File: src/rtl/hazard_pkg.sv
// Shared types and constants for the pipeline hazard controller.
// Holds the stall-state encoding, register-index width and flush bit indices.
package hazard_pkg;

   localparam int REG_W    = 5;

   localparam int FL_IFID  = 0;
   localparam int FL_IDEX  = 1;
   localparam int FL_EXMEM = 2;

   typedef enum logic [1:0] {
      ST_RUN     = 2'd0,
      ST_LDSTALL = 2'd1,
      ST_XSTALL  = 2'd2,
      ST_CSTALL  = 2'd3
   } state_e;

endpackage

File: src/rtl/hazard_ctrl_if.sv
// Hazard controller bundle: decode/EX hazard inputs, pipeline write enables,
// flush/bubble controls and status. master = pipeline side, slave = controller.
// Optional perf counters (stall_cnt, flush_cnt) exist with HAZARD_PERF_EN.
interface hazard_ctrl_if
   import hazard_pkg::*;
#(
   parameter int NUM_SRC     = 2,
   parameter int FLUSH_DEPTH = 2
);

   logic [NUM_SRC*REG_W-1:0] rs_d;
   logic [NUM_SRC-1:0]       rs_used_d;
   logic [REG_W-1:0]         rd_e;
   logic                     mem_read_e;
   logic                     branch_e;
   logic                     jump_e;
   logic                     jalr_e;
   logic                     cond_true_e;
   logic                     ex_busy;
   logic                     cache_stall;

   logic                     pc_we;
   logic                     if_id_we;
   logic                     id_ex_we;
   logic                     ex_mem_we;
   logic [FLUSH_DEPTH-1:0]   flush;
   logic                     bubble_ex;
   logic                     bubble_mem;
   logic                     redirect_e;
   logic [1:0]               state;
   logic                     wdog_err;
`ifdef HAZARD_PERF_EN
   logic [31:0]              stall_cnt;
   logic [31:0]              flush_cnt;
`endif

   modport master (
      output rs_d, rs_used_d, rd_e, mem_read_e,
      output branch_e, jump_e, jalr_e, cond_true_e,
      output ex_busy, cache_stall,
      input  pc_we, if_id_we, id_ex_we, ex_mem_we,
      input  flush, bubble_ex, bubble_mem,
      input  redirect_e, state, wdog_err
`ifdef HAZARD_PERF_EN
      , input stall_cnt, flush_cnt
`endif
   );

   modport slave (
      input  rs_d, rs_used_d, rd_e, mem_read_e,
      input  branch_e, jump_e, jalr_e, cond_true_e,
      input  ex_busy, cache_stall,
      output pc_we, if_id_we, id_ex_we, ex_mem_we,
      output flush, bubble_ex, bubble_mem,
      output redirect_e, state, wdog_err
`ifdef HAZARD_PERF_EN
      , output stall_cnt, flush_cnt
`endif
   );

endinterface

File: src/rtl/hazard_ctrl_scoreboard.sv
// load_scoreboard: shift register of in-flight loads past EX (valid, rd).
// Ports: shift_en_i/ins_* load the youngest slot; rs_i/rs_used_i -> hit_o.
module load_scoreboard
   import hazard_pkg::*;
#(
   parameter int NUM_SRC = 2,
   parameter int NSLOT   = 0
) (
   input  logic                     clk,
   input  logic                     rst_n,
   input  logic                     shift_en_i,
   input  logic                     ins_vld_i,
   input  logic [REG_W-1:0]         ins_rd_i,
   input  logic [NUM_SRC*REG_W-1:0] rs_i,
   input  logic [NUM_SRC-1:0]       rs_used_i,
   output logic                     hit_o
);

   if (NSLOT == 0) begin : g_none
      // Load data forwards straight out of MEM; nothing to track.
      logic unused_sb;
      assign unused_sb = ^{clk, rst_n, shift_en_i, ins_vld_i,
                           ins_rd_i, rs_i, rs_used_i};
      assign hit_o = 1'b0;
   end else begin : g_slots
      logic [NSLOT-1:0]            vld_d, vld_q;
      logic [NSLOT-1:0][REG_W-1:0] rd_d, rd_q;

      always_comb begin
         vld_d = vld_q;
         rd_d  = rd_q;
         if (shift_en_i) begin
            vld_d[0] = ins_vld_i;
            rd_d[0]  = ins_rd_i;
            for (int s = 1; s < NSLOT; s++) begin
               vld_d[s] = vld_q[s-1];
               rd_d[s]  = rd_q[s-1];
            end
         end
      end

      always_ff @(posedge clk or negedge rst_n) begin
         if (!rst_n) begin
            vld_q <= '0;
            rd_q  <= '0;
         end else begin
            vld_q <= vld_d;
            rd_q  <= rd_d;
         end
      end

      always_comb begin
         hit_o = 1'b0;
         for (int s = 0; s < NSLOT; s++) begin
            for (int i = 0; i < NUM_SRC; i++) begin
               if (vld_q[s] && rs_used_i[i] &&
                   rs_i[i*REG_W +: REG_W] != '0 &&
                   rs_i[i*REG_W +: REG_W] == rd_q[s])
                  hit_o = 1'b1;
            end
         end
      end
   end

endmodule

File: src/rtl/hazard_ctrl.sv
// hazard_ctrl: 5-stage pipeline stall/flush/bubble control with load
// scoreboard, cache-stall watchdog and 2-bit cause register.
// Ports: clk, rst_n (async, active low), hz (hazard_ctrl_if.slave).
// Optional: HAZARD_PERF_EN adds stall_cnt / flush_cnt counters.
module hazard_ctrl
   import hazard_pkg::*;
#(
   parameter int NUM_SRC     = 2,
   parameter int LOAD_LAT    = 1,
   parameter int FLUSH_DEPTH = 2,
   parameter int WDOG_CYCLES = 255
) (
   input  logic        clk,
   input  logic        rst_n,
   hazard_ctrl_if.slave hz
);

   localparam int NSLOT = LOAD_LAT - 1;
   localparam int CNT_W = $clog2(WDOG_CYCLES + 1);
   localparam logic [CNT_W-1:0] WDOG_MAX = CNT_W'(WDOG_CYCLES);
   localparam logic [2:0] FL_ALL = (3'b1 << FL_IFID)
                                 | (3'b1 << FL_IDEX)
                                 | (3'b1 << FL_EXMEM);

   logic       redirect, ex_hit, sb_hit, ld_use, sb_ins;
   logic       pc_we, if_id_we, id_ex_we, ex_mem_we;
   logic       bub_ex, bub_mem;
   logic [FLUSH_DEPTH-1:0] flush;
   state_e     state_d, state_q;
   logic [CNT_W-1:0] wcnt_d, wcnt_q;
   logic       wdog_d, wdog_q;

   assign redirect = (hz.branch_e & hz.cond_true_e)
                   | hz.jump_e | hz.jalr_e;

   // Loads held by a busy EX unit are re-presented later; only a
   // completing load with a real destination enters the scoreboard.
   assign sb_ins = hz.mem_read_e & ~hz.ex_busy & (hz.rd_e != '0);

   always_comb begin
      ex_hit = 1'b0;
      for (int i = 0; i < NUM_SRC; i++) begin
         if (hz.mem_read_e && hz.rs_used_d[i] &&
             hz.rs_d[i*REG_W +: REG_W] != '0 &&
             hz.rs_d[i*REG_W +: REG_W] == hz.rd_e)
            ex_hit = 1'b1;
      end
   end

   load_scoreboard #(
      .NUM_SRC (NUM_SRC),
      .NSLOT   (NSLOT)
   ) u_sb (
      .clk        (clk),
      .rst_n      (rst_n),
      .shift_en_i (~hz.cache_stall),
      .ins_vld_i  (sb_ins),
      .ins_rd_i   (hz.rd_e),
      .rs_i       (hz.rs_d),
      .rs_used_i  (hz.rs_used_d),
      .hit_o      (sb_hit)
   );

   assign ld_use = ex_hit | sb_hit;

   always_comb begin
      pc_we     = 1'b1;
      if_id_we  = 1'b1;
      id_ex_we  = 1'b1;
      ex_mem_we = 1'b1;
      flush     = '0;
      bub_ex    = 1'b0;
      bub_mem   = 1'b0;
      state_d   = ST_RUN;
      if (hz.cache_stall) begin
         pc_we     = 1'b0;
         if_id_we  = 1'b0;
         id_ex_we  = 1'b0;
         ex_mem_we = 1'b0;
         state_d   = ST_CSTALL;
      end else if (hz.ex_busy) begin
         pc_we    = 1'b0;
         if_id_we = 1'b0;
         id_ex_we = 1'b0;
         bub_mem  = 1'b1;
         state_d  = ST_XSTALL;
      end else if (redirect) begin
         // The stalled consumer is on the wrong path; flushing wins.
         flush = FL_ALL[FLUSH_DEPTH-1:0];
      end else if (ld_use) begin
         pc_we    = 1'b0;
         if_id_we = 1'b0;
         bub_ex   = 1'b1;
         state_d  = ST_LDSTALL;
      end
   end

   always_comb begin
      if (!hz.cache_stall)
         wcnt_d = '0;
      else if (wcnt_q == WDOG_MAX)
         wcnt_d = wcnt_q;
      else
         wcnt_d = wcnt_q + 1'b1;
      wdog_d = wdog_q | (wcnt_d == WDOG_MAX);
   end

   always_ff @(posedge clk or negedge rst_n) begin
      if (!rst_n) begin
         state_q <= ST_RUN;
         wcnt_q  <= '0;
         wdog_q  <= 1'b0;
      end else begin
         state_q <= state_d;
         wcnt_q  <= wcnt_d;
         wdog_q  <= wdog_d;
      end
   end

   assign hz.pc_we      = pc_we;
   assign hz.if_id_we   = if_id_we;
   assign hz.id_ex_we   = id_ex_we;
   assign hz.ex_mem_we  = ex_mem_we;
   assign hz.flush      = flush;
   assign hz.bubble_ex  = bub_ex;
   assign hz.bubble_mem = bub_mem;
   assign hz.redirect_e = redirect;
   assign hz.state      = state_q;
   assign hz.wdog_err   = wdog_q;

`ifdef HAZARD_PERF_EN
   logic [31:0] stall_cnt_d, stall_cnt_q;
   logic [31:0] flush_cnt_d, flush_cnt_q;

   assign stall_cnt_d = stall_cnt_q + {31'd0, ~pc_we};
   assign flush_cnt_d = flush_cnt_q + {31'd0, redirect};

   always_ff @(posedge clk or negedge rst_n) begin
      if (!rst_n) begin
         stall_cnt_q <= '0;
         flush_cnt_q <= '0;
      end else begin
         stall_cnt_q <= stall_cnt_d;
         flush_cnt_q <= flush_cnt_d;
      end
   end

   assign hz.stall_cnt = stall_cnt_q;
   assign hz.flush_cnt = flush_cnt_q;
`endif

endmodule
File: src/flat_wrapper.sv
// flat-port wrapper written by rule: the top's interface ports become plain ports
module hazard_ctrl_flat import hazard_pkg::*;
#(
   parameter int NUM_SRC     = 2,
   parameter int LOAD_LAT    = 1,
   parameter int FLUSH_DEPTH = 2,
   parameter int WDOG_CYCLES = 255
)
  (clk, rst_n, hz_rs_d, hz_rs_used_d, hz_rd_e, hz_mem_read_e, hz_branch_e, hz_jump_e, hz_jalr_e, hz_cond_true_e, hz_ex_busy, hz_cache_stall, hz_pc_we, hz_if_id_we, hz_id_ex_we, hz_ex_mem_we, hz_flush, hz_bubble_ex, hz_bubble_mem, hz_redirect_e, hz_state, hz_wdog_err);
  hazard_ctrl_if #(.NUM_SRC(NUM_SRC), .FLUSH_DEPTH(FLUSH_DEPTH)) hz_i ();
  input  logic clk;
  input  logic rst_n;
  input wire logic [$bits(hz_i.rs_d)-1:0] hz_rs_d;
  input wire logic [$bits(hz_i.rs_used_d)-1:0] hz_rs_used_d;
  input wire logic [$bits(hz_i.rd_e)-1:0] hz_rd_e;
  input wire logic [$bits(hz_i.mem_read_e)-1:0] hz_mem_read_e;
  input wire logic [$bits(hz_i.branch_e)-1:0] hz_branch_e;
  input wire logic [$bits(hz_i.jump_e)-1:0] hz_jump_e;
  input wire logic [$bits(hz_i.jalr_e)-1:0] hz_jalr_e;
  input wire logic [$bits(hz_i.cond_true_e)-1:0] hz_cond_true_e;
  input wire logic [$bits(hz_i.ex_busy)-1:0] hz_ex_busy;
  input wire logic [$bits(hz_i.cache_stall)-1:0] hz_cache_stall;
  output wire logic [$bits(hz_i.pc_we)-1:0] hz_pc_we;
  output wire logic [$bits(hz_i.if_id_we)-1:0] hz_if_id_we;
  output wire logic [$bits(hz_i.id_ex_we)-1:0] hz_id_ex_we;
  output wire logic [$bits(hz_i.ex_mem_we)-1:0] hz_ex_mem_we;
  output wire logic [$bits(hz_i.flush)-1:0] hz_flush;
  output wire logic [$bits(hz_i.bubble_ex)-1:0] hz_bubble_ex;
  output wire logic [$bits(hz_i.bubble_mem)-1:0] hz_bubble_mem;
  output wire logic [$bits(hz_i.redirect_e)-1:0] hz_redirect_e;
  output wire logic [$bits(hz_i.state)-1:0] hz_state;
  output wire logic [$bits(hz_i.wdog_err)-1:0] hz_wdog_err;
  assign hz_i.rs_d = hz_rs_d;
  assign hz_i.rs_used_d = hz_rs_used_d;
  assign hz_i.rd_e = hz_rd_e;
  assign hz_i.mem_read_e = hz_mem_read_e;
  assign hz_i.branch_e = hz_branch_e;
  assign hz_i.jump_e = hz_jump_e;
  assign hz_i.jalr_e = hz_jalr_e;
  assign hz_i.cond_true_e = hz_cond_true_e;
  assign hz_i.ex_busy = hz_ex_busy;
  assign hz_i.cache_stall = hz_cache_stall;
  assign hz_pc_we = hz_i.pc_we;
  assign hz_if_id_we = hz_i.if_id_we;
  assign hz_id_ex_we = hz_i.id_ex_we;
  assign hz_ex_mem_we = hz_i.ex_mem_we;
  assign hz_flush = hz_i.flush;
  assign hz_bubble_ex = hz_i.bubble_ex;
  assign hz_bubble_mem = hz_i.bubble_mem;
  assign hz_redirect_e = hz_i.redirect_e;
  assign hz_state = hz_i.state;
  assign hz_wdog_err = hz_i.wdog_err;
  hazard_ctrl #(.NUM_SRC(NUM_SRC), .LOAD_LAT(LOAD_LAT), .FLUSH_DEPTH(FLUSH_DEPTH), .WDOG_CYCLES(WDOG_CYCLES)) u_core (.clk(clk), .rst_n(rst_n), .hz(hz_i));
endmodule
File: config.mk
export PLATFORM = sky130hd
export DESIGN_NAME = hazard_ctrl_flat
export DESIGN_NICKNAME = d
export VERILOG_FILES = /design/src/rtl/hazard_pkg.sv /design/src/rtl/hazard_ctrl_if.sv /design/src/rtl/hazard_ctrl_scoreboard.sv /design/src/rtl/hazard_ctrl.sv /design/src/flat_wrapper.sv
export SDC_FILE = /design/constraint.sdc
export NUM_CORES = 1
export LEC_CHECK = 0
export BUFFER_PORTS_ARGS = -buffer_cell sky130_fd_sc_hd__buf_2
export CAP_MARGIN = 20
export CORE_MARGIN = 2
export CORE_UTILIZATION = 49
export CTS_CLUSTER_SIZE = 28
export DETAILED_ROUTE_END_ITERATION = 10
export PLACE_DENSITY = 0.93
export SLEW_MARGIN = 20
export SYNTH_ARGS = -nofsm -noshare
export SYNTH_HDL_FRONTEND = slang
export SYNTH_HIERARCHICAL = 1
export SYNTH_SLANG_ARGS = --single-unit
File: constraint.sdc
create_clock -name clk -period 4.75 [get_ports clk]
set_input_delay 0.7125 -clock clk [delete_from_list [all_inputs] [get_ports clk]]
set_output_delay 0.7125 -clock clk [all_outputs]
set_load 0.005 [all_outputs]
# After elaboration in Yosys (flattened, before gate mapping)
# Index checks and enable logic that the tools add are counted.
# word_totals
reg_bits	11
in_bits	26
word_cells	44
# classes
n_addsub	1
eq_ne	4
n_mux	24
bitwise_logic	4
n_reduce_logical	8
# ops
cell	n
8-bit == test (second input constant)	2
1-bit 2-to-1 mux	16
8-bit 2-to-1 mux	2
2-bit 2-to-1 mux	6
5-bit == test	2
5-bit nonzero test	2
8-bit by 1-bit adder with 8-bit output (second input constant)	1
1-bit logical AND	6
1-bit OR	3
1-bit AND	1

# Depth between registers and ports, before layout
# depth
depth_word	9
depth_mapped	5
mapped_depth_nobuf	5

# Cells and area by module
# Netlist, hierarchy kept.
# modules_own_cells
module	instances	cells_each	area_each_um2	seq_area_each_um2
hazard_ctrl	1	98	833.3	275.3
load_scoreboard	1	2	11.3	0.0

# Worst setup path after synthesis
# No wires, ideal clock.
# synth_timing
path_kind	input to output
from	input port hz_rs_d[0]
to	output port hz_pc_we
t_arrival_ns	1.545
setup_slack_ns	2.492
path_stages	5
n_path_buf	1
path_cell_list	xor2_1 > nor3_1 > nand4_1 > and4_1 > buf_4
# synth_via
elab_chain_len	9
# synth_lines
element	line	rtl
start: declaration	flat_wrapper.sv:13	input wire logic [$bits(hz_i.rs_d)-1:0] hz_rs_d;
5-bit nonzero test	hazard_ctrl.sv:44	hz.rs_d[i*REG_W +: REG_W] != '0 &&
1-bit logical AND	hazard_ctrl.sv:43	if (hz.mem_read_e && hz.rs_used_d[i] &&
1-bit logical AND *	hazard_ctrl.sv:44	
1-bit 2-to-1 mux * (2 in a row)	hazard_ctrl.sv:43	
1-bit 2-to-1 mux * (4 in a row)	-	
end: declaration	flat_wrapper.sv:23	output wire logic [$bits(hz_i.pc_we)-1:0] hz_pc_we;
# Every way passes the cells marked *; elsewhere a longest branch is shown, timed or not.

# Worst setup path after layout
# layout_timing
from	input port hz_rs_d[0]
to	output port hz_if_id_we
# layout_via
elab_chain_len	9
# layout_lines
element	line	rtl
5-bit nonzero test	hazard_ctrl.sv:44	
1-bit logical AND	hazard_ctrl.sv:43	
1-bit logical AND *	hazard_ctrl.sv:44	
1-bit 2-to-1 mux * (2 in a row)	hazard_ctrl.sv:43	
1-bit 2-to-1 mux *	hazard_ctrl.sv:90	end else if (ld_use) begin
1-bit 2-to-1 mux *	hazard_ctrl.sv:87	end else if (redirect) begin
1-bit 2-to-1 mux *	hazard_ctrl.sv:81	end else if (hz.ex_busy) begin
1-bit 2-to-1 mux *	hazard_ctrl.sv:75	if (hz.cache_stall) begin
end: declaration	flat_wrapper.sv:24	output wire logic [$bits(hz_i.if_id_we)-1:0] hz_if_id_we;
# Marked as above.

==> results.json <==
{
  "status": "finished clean",
  "wire_per_inst_um": 14.05,
  "yosys_warnings": 6,
  "power_switching_uw": 59.28,
  "drc": 0,
  "wl_met2_um": 1085,
  "rsz0062_at_grt": "no",
  "gp_congestion": 0.8675,
  "routed.top_layer": "met4",
  "ir_drop_mv": 0.1204,
  "p_seq_frac": 0.481,
  "layout.nets": 162,
  "cts_resized": 0,
  "htreeDepth": 1,
  "first_iter_violations": 19,
  "num_rows": 14,
  "final.period_utilization": 0.5328,
  "cts_sinks": 11,
  "met3_length_um": 159,
  "portBuffers": 37,
  "cts_made_buffers": 3,
  "dpl.hpwl_um": 1703,
  "dp_slack_ns": 2.270,
  "p_total_uw": 208.8,
  "dieArea_um2": 2030,
  "synth_cells": 97,
  "via_count": 912,
  "finClkSkew_ns": 0.003127,
  "final_cells": 150,
  "crit_fanout": 2,
  "combPwrFrac": 0.210,
  "period_minus_slack_ns": 2.531,
  "switching_share": 0.2839,
  "drt-total-wl_um": 2108,
  "synth_nets": 124,
  "clk_pin_slew_worst_paths_ns": 0.07,
  "clk_latency_ns": 0.27,
  "cellInternalPower_uw": 149.5,
  "hold_class": "input pin to asynchronous set/reset pin",
  "startpoint_type": "input pin",
  "grtUsageTotal": 0.2321,
  "drtAntennaViolNets": 0,
  "antenna_cells": 0,
  "grt_pass1_wl_um": 3394,
  "worstSetupPathType": "input pin to primary output",
  "netlist_area_um2": 825.8,
  "post_cts_buffers": 0,
  "max_cap_violations": 0,
  "avgSynthCellArea_um2": 8.513,
  "fillerInstances": 130,
  "fmax_ghz": 0.3951,
  "hold_violations": 0,
  "cp.arrival_ns": 1.82,
  "io_pins": 38,
  "firstDrtPassIters": 4,
  "antenna_found_initial": 0,
  "cts_tree": "done",
  "power.share.clock": 0.309,
  "initial_core_util": 0.5357,
  "wl_met1_um": 804,
  "pwr_density_cell_nw_per_um2": 202.8,
  "tns_ns": 0,
  "worstSetupEndpointType": "primary output",
  "clk_path_buf_depth": 2,
  "postCtsHoldBufs": 0,
  "drive_above_1_share": 0.3284,
  "p_leak_uw": 0.0004970,
  "gr-total-overflow": 0,
  "viasPerCell": 6.080,
  "synthToLayoutAreaGrowth_pct": 24.70,
  "first_global_vias": 818,
  "slew_viol_final": 0,
  "dieWidth_um": 45.05,
  "holdWs_ns": 0.3020,
  "cts-root-buf": "clkbuf_4",
  "worst_slack_ns": 2.219,
  "worst-endpoint-required_ns": 4.04,
  "fp.dieH_um": 45.05,
  "r2r_cells": 5,
  "setup_viol": 0,
  "grt_max_degree": 12,
  "core_area_um2": 1541,
  "post-place-cells": 146
}
==> registers in the layout (all words and copies together), names as in the netlist <==
signal / flops
u_core/hz.wdog_err: 1
u_core/wcnt_q: 8
u_core/hz.state: 2
==> routing by layer <==
| layer | vias up | global-route usage |
|---|---|---|
| li1 | 434 | - |
| met1 | 419 | 0.2695 |
| met2 | 52 | 0.4143 |
| met3 | 7 | 0.02400 |
| met4 | 0 | 0.1235 |
| met5 | - | 0 |
==> path summary, 6_finish.rpt <==
path,from,slack [ns],end
worst min register to register,u_core/hz.wdog_err,0.48,u_core/hz.wdog_err
worst max register to register,u_core/wcnt_q[0],3.05,u_core/hz.wdog_err
max in group asynchronous,rst_n,4.24,u_core/hz.state[1]
worst max-delay path,hz_rs_d[0],2.22,hz_if_id_we
worst min-delay path,rst_n,0.30,u_core/wcnt_q[2]
min in group clk,u_core/hz.wdog_err,0.48,u_core/hz.wdog_err
==> area by class of cell <==
cell class                 instances  area, µm²  share of cell area
clock buffer                       4      26.28             0.02552
inverter                           5      18.77             0.01823
sequential                        11      275.3              0.2673
multi-input combinational         77      504.2              0.4897
timing repair buffer              37      185.2              0.1798
tap                               16      20.02             0.01944
==> stage by stage <==
stage            util  area [µm²]
6_report       0.6680        1030
3_5_place_dp   0.6510        1003
3_3_place_gp   0.6510        1003
5_1_grt        0.6680        1030
4_1_cts        0.6680        1030
2_1_floorplan       -       825.8
==> worst max-delay path, cell delays in order <==
cell	delay (ns)
buf_2	0.11
xor2_1	0.15
nor3_1	0.32
nand4_1	0.17
and4_1	0.23
buf_2	0.13
==> power groups by stage <==
stage	registers [µW]	clock network, µW	logic, µW
finish	100	64.5	43.9
global route	101	70.1	48.7
CTS	100	64.7	43.6
detailed placement	102	0	43.5
global placement	102	0	41.8
floorplan	102	0	20.9
==> cell usage in the layout (no fill, tap or decap), types with 2 or more instances in the layout <==
cell type  count
o21bai_1       3
nand4_1        4
nor4_1         2
a31oi_1        7
clkbuf_4       3
o21ai_0        4
buf_2         37
nand2_1        7
nor2_1         8
nand3_1        3
nor2b_1        4
nor3_1         7
inv_1          5
dfrtp_1       11
xor2_1         9
Note: power is estimated with default switching activity, not from simulation.
